$ cat src/rtl/vga_draw_pkg.sv
// rtl/vga_draw_pkg.sv - shared types and defaults for the VGA draw path
package vga_draw_pkg;

    typedef enum logic {
        ST_IDLE  = 1'b0,
        ST_OWNED = 1'b1
    } arb_state_e;

    localparam int ARB_FIXED = 0;
    localparam int ARB_RR    = 1;

    localparam int DEF_H_RES   = 320;
    localparam int DEF_V_RES   = 240;
    localparam int DEF_X_W     = 9;
    localparam int DEF_Y_W     = 8;
    localparam int DEF_COLOR_W = 3;
    localparam int CLIP_W      = 16;

    function automatic logic [CLIP_W-1:0] sat_inc(input logic [CLIP_W-1:0] v);
        return (&v) ? v : v + 1'b1;
    endfunction

endpackage

$ cat src/rtl/vga_draw_arbiter_if.sv
// rtl/vga_draw_arbiter_if.sv - draw-engine clients to VGA pixel port bundle
interface vga_draw_arbiter_if
    import vga_draw_pkg::*;
#(
    parameter int NUM_CLIENTS = 4,
    parameter int X_W         = DEF_X_W,
    parameter int Y_W         = DEF_Y_W,
    parameter int COLOR_W     = DEF_COLOR_W
) ();
    logic [NUM_CLIENTS-1:0]         req;
    logic [NUM_CLIENTS-1:0]         done;
    logic [NUM_CLIENTS-1:0]         pix_valid;
    logic [NUM_CLIENTS*X_W-1:0]     x_in;
    logic [NUM_CLIENTS*Y_W-1:0]     y_in;
    logic [NUM_CLIENTS*COLOR_W-1:0] color_in;
    logic [NUM_CLIENTS-1:0]         grant;
    logic                           busy;
    logic                           plot;
    logic [X_W-1:0]                 X;
    logic [Y_W-1:0]                 Y;
    logic [COLOR_W-1:0]             color;
    logic [CLIP_W-1:0]              clip_count;

    modport master (
        output req, done, pix_valid, x_in, y_in, color_in,
        input  grant, busy, plot, X, Y, color, clip_count
    );

    modport slave (
        input  req, done, pix_valid, x_in, y_in, color_in,
        output grant, busy, plot, X, Y, color, clip_count
    );
endinterface

$ cat src/rtl/draw_priority_picker.sv
// rtl/draw_priority_picker.sv - combinational winner selection, fixed or round-robin
module draw_priority_picker
    import vga_draw_pkg::*;
#(
    parameter int NUM_CLIENTS = 4,
    parameter int RR_MODE     = ARB_FIXED,
    parameter int IDX_W       = (NUM_CLIENTS > 1) ? $clog2(NUM_CLIENTS) : 1
) (
    input  logic [NUM_CLIENTS-1:0] req,
    input  logic [IDX_W-1:0]       last_owner,
    output logic [NUM_CLIENTS-1:0] win_onehot,
    output logic [IDX_W-1:0]       win_idx
);
    int   k;
    logic found;

    // Round-robin starts the scan just past the previous owner and wraps.
    always_comb begin
        win_onehot = '0;
        win_idx    = '0;
        found      = 1'b0;
        k          = 0;
        for (int j = 0; j < NUM_CLIENTS; j++) begin
            if (RR_MODE == ARB_RR) begin
                k = (int'(last_owner) + 1 + j) % NUM_CLIENTS;
            end else begin
                k = j;
            end
            if (!found && req[k]) begin
                found         = 1'b1;
                win_idx       = IDX_W'(k);
                win_onehot[k] = 1'b1;
            end
        end
    end

endmodule

$ cat src/rtl/vga_draw_arbiter.sv
// rtl/vga_draw_arbiter.sv - exclusive-ownership arbiter onto the VGA pixel-write port
module vga_draw_arbiter
    import vga_draw_pkg::*;
#(
    parameter int NUM_CLIENTS = 4,
    parameter int X_W         = DEF_X_W,
    parameter int Y_W         = DEF_Y_W,
    parameter int COLOR_W     = DEF_COLOR_W,
    parameter int H_RES       = DEF_H_RES,
    parameter int V_RES       = DEF_V_RES,
    parameter int RR_MODE     = ARB_FIXED
) (
    input logic               clock,
    input logic               reset,
    vga_draw_arbiter_if.slave bus
);
    localparam int IDX_W = (NUM_CLIENTS > 1) ? $clog2(NUM_CLIENTS) : 1;

    arb_state_e             state;
    arb_state_e             state_next;
    logic [NUM_CLIENTS-1:0] grant_q;
    logic [NUM_CLIENTS-1:0] grant_next;
    logic [IDX_W-1:0]       last_owner;
    logic [NUM_CLIENTS-1:0] win_onehot;
    logic [IDX_W-1:0]       win_idx;
    logic                   load_owner;
    logic                   accept_pix;
    logic                   owner_req;
    logic                   owner_done;
    logic                   owner_pix;
    logic                   release_owner;
    logic                   in_bounds;
    logic [X_W-1:0]         sel_x;
    logic [Y_W-1:0]         sel_y;
    logic [COLOR_W-1:0]     sel_color;
    logic                   plot_q;
    logic [X_W-1:0]         x_q;
    logic [Y_W-1:0]         y_q;
    logic [COLOR_W-1:0]     color_q;
    logic [CLIP_W-1:0]      clip_q;

    draw_priority_picker #(
        .NUM_CLIENTS (NUM_CLIENTS),
        .RR_MODE     (RR_MODE),
        .IDX_W       (IDX_W)
    ) u_picker (
        .req        (bus.req),
        .last_owner (last_owner),
        .win_onehot (win_onehot),
        .win_idx    (win_idx)
    );

    // While OWNED, last_owner is the current owner, so it doubles as the mux select.
    always_comb begin
        owner_req     = bus.req[last_owner];
        owner_done    = bus.done[last_owner];
        owner_pix     = bus.pix_valid[last_owner];
        sel_x         = bus.x_in[int'(last_owner)*X_W +: X_W];
        sel_y         = bus.y_in[int'(last_owner)*Y_W +: Y_W];
        sel_color     = bus.color_in[int'(last_owner)*COLOR_W +: COLOR_W];
        release_owner = owner_done || !owner_req;
        in_bounds     = (32'(sel_x) < H_RES) && (32'(sel_y) < V_RES);
    end

    always_ff @(posedge clock) begin
        if (reset) begin
            state <= ST_IDLE;
        end else begin
            state <= state_next;
        end
    end

    always_comb begin
        state_next = state;
        case (state)
            ST_IDLE:  if (|bus.req)     state_next = ST_OWNED;
            ST_OWNED: if (release_owner) state_next = ST_IDLE;
            default:  state_next = ST_IDLE;
        endcase
    end

    always_comb begin
        grant_next = '0;
        load_owner = 1'b0;
        accept_pix = 1'b0;
        case (state)
            ST_IDLE: begin
                if (|bus.req) begin
                    grant_next = win_onehot;
                    load_owner = 1'b1;
                end
            end
            ST_OWNED: begin
                // The owner's last pixel is taken even in its release cycle.
                accept_pix = owner_pix;
                grant_next = release_owner ? '0 : grant_q;
            end
            default: ;
        endcase
    end

    always_ff @(posedge clock) begin
        if (reset) begin
            grant_q    <= '0;
            last_owner <= IDX_W'(NUM_CLIENTS - 1);
        end else begin
            grant_q <= grant_next;
            if (load_owner) begin
                last_owner <= win_idx;
            end
        end
    end

    always_ff @(posedge clock) begin
        if (reset) begin
            plot_q  <= 1'b0;
            x_q     <= '0;
            y_q     <= '0;
            color_q <= '0;
            clip_q  <= '0;
        end else begin
            plot_q <= accept_pix && in_bounds;
            if (accept_pix && in_bounds) begin
                x_q     <= sel_x;
                y_q     <= sel_y;
                color_q <= sel_color;
            end
            if (accept_pix && !in_bounds) begin
                clip_q <= sat_inc(clip_q);
            end
        end
    end

    assign bus.grant      = grant_q;
    assign bus.busy       = (state == ST_OWNED);
    assign bus.plot       = plot_q;
    assign bus.X          = x_q;
    assign bus.Y          = y_q;
    assign bus.color      = color_q;
    assign bus.clip_count = clip_q;

endmodule

$ cat src/flat_wrapper.sv
// flat-port wrapper written by rule: the top's interface ports become plain ports
module vga_draw_arbiter_flat import vga_draw_pkg::*;
#(
    parameter int NUM_CLIENTS = 4,
    parameter int X_W         = DEF_X_W,
    parameter int Y_W         = DEF_Y_W,
    parameter int COLOR_W     = DEF_COLOR_W,
    parameter int H_RES       = DEF_H_RES,
    parameter int V_RES       = DEF_V_RES,
    parameter int RR_MODE     = ARB_FIXED
)
  (clock, reset, bus_req, bus_done, bus_pix_valid, bus_x_in, bus_y_in, bus_color_in, bus_grant, bus_busy, bus_plot, bus_X, bus_Y, bus_color, bus_clip_count);
  vga_draw_arbiter_if #(.NUM_CLIENTS(NUM_CLIENTS), .X_W(X_W), .Y_W(Y_W), .COLOR_W(COLOR_W)) bus_i ();
  input logic clock;
  input logic reset;
  input wire logic [$bits(bus_i.req)-1:0] bus_req;
  input wire logic [$bits(bus_i.done)-1:0] bus_done;
  input wire logic [$bits(bus_i.pix_valid)-1:0] bus_pix_valid;
  input wire logic [$bits(bus_i.x_in)-1:0] bus_x_in;
  input wire logic [$bits(bus_i.y_in)-1:0] bus_y_in;
  input wire logic [$bits(bus_i.color_in)-1:0] bus_color_in;
  output wire logic [$bits(bus_i.grant)-1:0] bus_grant;
  output wire logic [$bits(bus_i.busy)-1:0] bus_busy;
  output wire logic [$bits(bus_i.plot)-1:0] bus_plot;
  output wire logic [$bits(bus_i.X)-1:0] bus_X;
  output wire logic [$bits(bus_i.Y)-1:0] bus_Y;
  output wire logic [$bits(bus_i.color)-1:0] bus_color;
  output wire logic [$bits(bus_i.clip_count)-1:0] bus_clip_count;
  assign bus_i.req = bus_req;
  assign bus_i.done = bus_done;
  assign bus_i.pix_valid = bus_pix_valid;
  assign bus_i.x_in = bus_x_in;
  assign bus_i.y_in = bus_y_in;
  assign bus_i.color_in = bus_color_in;
  assign bus_grant = bus_i.grant;
  assign bus_busy = bus_i.busy;
  assign bus_plot = bus_i.plot;
  assign bus_X = bus_i.X;
  assign bus_Y = bus_i.Y;
  assign bus_color = bus_i.color;
  assign bus_clip_count = bus_i.clip_count;
  vga_draw_arbiter #(.NUM_CLIENTS(NUM_CLIENTS), .X_W(X_W), .Y_W(Y_W), .COLOR_W(COLOR_W), .H_RES(H_RES), .V_RES(V_RES), .RR_MODE(RR_MODE)) u_core (.clock(clock), .reset(reset), .bus(bus_i));
endmodule
$ cat config.mk
export PLATFORM = sky130hd
export DESIGN_NAME = vga_draw_arbiter_flat
export DESIGN_NICKNAME = d
export VERILOG_FILES = /design/src/rtl/vga_draw_pkg.sv /design/src/rtl/vga_draw_arbiter_if.sv /design/src/rtl/draw_priority_picker.sv /design/src/rtl/vga_draw_arbiter.sv /design/src/flat_wrapper.sv
export SDC_FILE = /design/constraint.sdc
export NUM_CORES = 1
export LEC_CHECK = 0
export CORE_MARGIN = 2
export CORE_UTILIZATION = 40
export CTS_BUF_LIST = sky130_fd_sc_hd__clkbuf_4 sky130_fd_sc_hd__clkbuf_8 sky130_fd_sc_hd__clkbuf_16
export DETAILED_ROUTE_END_ITERATION = 7
export PLACE_DENSITY = 0.87
export SYNTH_ARGS = -nofsm -noshare
export SYNTH_HDL_FRONTEND = slang
export SYNTH_SLANG_ARGS = --single-unit
$ cat constraint.sdc
create_clock -name clock -period 2.7 [get_ports clock]
set_input_delay 0.54 -clock clock [delete_from_list [all_inputs] [get_ports clock]]
set_output_delay 0.54 -clock clock [all_outputs]
set_load 0.05 [all_outputs]
==> results.yml <==
pwr:
  pwr-share-seq_pct: 37.8
  p_leak_nw: 1.55
  combPwrFrac_pct: 30.7
  swShare_pct: 27.9
  internal-power_mw: 1.35
  power_mw: 1.87
  power.density_nw_per_um2: 457
  p_switching_mw: 0.522
  power.share.clock_pct: 31.5
  ir_drop_mv: 0.321
worst_setup_path:
  end_kind: "register"
  crit_arrival_ns: 2.65
  critical_path_class: "register to register"
  required_ns: 2.88
  start_kind: "register"
  path_max_fanout: 26
synthesis:
  synthCells: 254
  ys_seq_area_share_pct: 34.0
  yosysWarnings: 0
  synth_xor_area_share_pct: 0
  synth_top_family_by_area: "multiplexers"
  syn_area_sq_um: 2590
  ys_ff_latch: 44
  synthAdderAreaFrac_pct: 0.483
  synthFlopType: "dfxtp_1"
  ys_types: 49
  synth_simple_gate_area_share_pct: 20.2
  synthArstFlopShare_pct: 0
  synth_area_per_cell_sq_um: 10.2
  muxShareOfSynthArea_pct: 26.6
  synth_compound_area_share_pct: 12.5
  syn-num-nets: 349
  synth_edf_count: 0
clock_tree:
  numCtsBuffers: 5
  clock-sinks: 44
  cts.clk_slew.worst_paths_ns: 0.09
  cts_max_level: 2
  clk_path_buf_depth: 2
  cts_tree: "built"
  root_buffer: "clkbuf_8"
  hold_buffers: 0
  insertion_delay_ns: 0.29
  ctsResizeCount: 0
  cts_setup_buffers: 0
die:
  dieHeight_um: 84.5
  rows: 29
  dieArea_sq_um: 7140
  core-area_sq_um: 6310
  start_util_pct: 41.0
  io_pins: 136
  chipWidth_um: 84.5
global_routing:
  grt_use_total_pct: 20.2
  grt_max_degree: 27
  grt_pass1_vias: 2551
  antenna_found_initial: 0
  grt_pass1_wl_um: 11700
  overflow: 0
sta:
  slew_headroom_pct: 61.5
  fmax_mhz: 406
  fin_skew_ns: 0.00925
  rsz0062_at_grt: "no"
  finalHoldViolCount: 0
  tns_ns: 0
  report.final.slew_viol_count: 0
  whs_ns: 0.506
  setup_viol_count_final: 0
  period_needed_ns: 2.46
  fin_crit_sh_pct: 91.3
  tightest_slew_ns: 0.577
placement:
  numPortBuffers: 135
  dp_hpwl_um: 5750
  post_dp_cell_area_sq_um: 3960
  gp_congestion: 0.756
drt:
  vias: 2546
  viasPerCell: 5.50
  detail_route.wl_per_cell_um: 15.5
  dr.pass1.iters: 4
  drt_iter0_drc: 97
  ant_nets: 0
  drc: 0
  wl_um: 7160
hold_path:
  min_path_type: "register to register"
final_layout:
  layout-drive-gt1-share_pct: 9.59
  finish.utilization_pct: 64.8
  final_nets: 481
  fillers: 511
  design_area_sq_um: 4090
  final_common_cell: "clkdlybuf4s50_1"
  area_delta_synth_final_pct: 57.9
  antenna_cells: 0
  final_cell_mix: "clkdlybuf4s50_1, dfxtp_1, nor2_1"
outcome:
  outcome: "finished, final reports clean"
flow_run:
  max-cap-violations: 0
-- worst paths after layout --
| check | startpoint | to | slack, ns | cells after the start |
|---|---|---|---|---|
| max | u_core.last_owner[0] | u_core.bus.clip_count[11] | 0.24 | 6 |
| min | u_core.bus.X[7] | u_core.bus.X[7] | 0.51 | 2 |
| max reg2reg | u_core.last_owner[0] | u_core.bus.clip_count[11] | 0.24 | 6 |
| min reg2reg | u_core.bus.X[7] | u_core.bus.X[7] | 0.51 | 2 |
-- kinds of logic after synthesis --
family	count (synthesis)
compound gates	50
flops	44
fa+ha+maj	1
buf+inv	21
mux	39
simple gates	99
-- final cells by class --
class	instances	area, sq um	area share, %
Inverter	2	7.51	0.183
Clock inverter	2	60.1	1.47
Tap cell	77	96.3	2.35
Timing Repair Buffer	144	1430	35.0
Clock buffer	5	68.8	1.68
Sequential cell	44	881	21.5
Multi-Input combinational cell	189	1550	37.8
-- power groups by stage --
stage	Clock [mW]	Combinational [mW]	Sequential (mW)
2_1_floorplan	0	0.271	0.803
3_3_place_gp	0	0.560	0.721
3_5_place_dp	0	0.573	0.723
4_1_cts	0.596	0.575	0.708
5_1_grt	0.629	0.612	0.712
6_report	0.589	0.573	0.707
-- through the flow --
| step | instances | setup slack (ns) |
|---|---|---|
| final | 463 | 0.236 |
| after global routing | 463 | 0.0312 |
| after CTS | 463 | 0.200 |
| after detailed placement | 456 | 0.0579 |
| after global placement | 456 | 0.100 |
| after floorplan | 254 | 0.203 |
-- worst max-delay path, cell delays in order (launching register included) --
cell     delay, ns
dfxtp_1       0.69
mux4_1        0.45
nand4_2       0.14
and2_1        0.20
buf_12        0.16
nor4b_1       0.33
mux2_2        0.37
-- synth_stat cells, types with 2 or more instances --
| master | instances | share of area [%] |
|---|---|---|
| a31oi_1 | 2 | 0.48 |
| mux4_1 | 8 | 8.1 |
| or3_1 | 7 | 1.7 |
| or4_1 | 5 | 1.4 |
| a21oi_1 | 20 | 3.9 |
| nor3_1 | 7 | 1.4 |
| nand2b_1 | 2 | 0.48 |
| and3_1 | 3 | 0.72 |
| clkbuf_1 | 7 | 1.0 |
| o211ai_1 | 5 | 1.4 |
| o31ai_1 | 5 | 1.4 |
| and2_1 | 4 | 0.97 |
| buf_2 | 2 | 0.39 |
| buf_12 | 2 | 1.5 |
| nand3_1 | 7 | 1.4 |
| mux2i_1 | 16 | 6.2 |
| dfxtp_1 | 44 | 34 |
| nor2b_1 | 4 | 0.97 |
| mux4_2 | 13 | 11 |
| o21ai_0 | 7 | 1.4 |
| nand2_1 | 13 | 1.9 |
| o22ai_1 | 2 | 0.48 |
| inv_1 | 2 | 0.29 |
| nor2_1 | 36 | 5.2 |
| nand4_1 | 2 | 0.48 |
| buf_6 | 6 | 2.6 |
-- flip-flops by register name, summed over array words and instances, names as in the netlist --
name                   cells
u_core.bus.clip_count     16
u_core.bus.X               9
u_core.bus.Y               8
u_core.bus.grant           4
u_core.bus.color           3
u_core.last_owner          2
u_core.bus.busy            1
u_core.bus.plot            1
-- per-layer routing --
layer	GRT usage [%]	routed length (um)
met2	36.9	3720
met1	21.6	2680
met4	6.06	147
met5	0	0
met3	7.37	610
No activity file was read; power rests on OpenSTA's default activity.
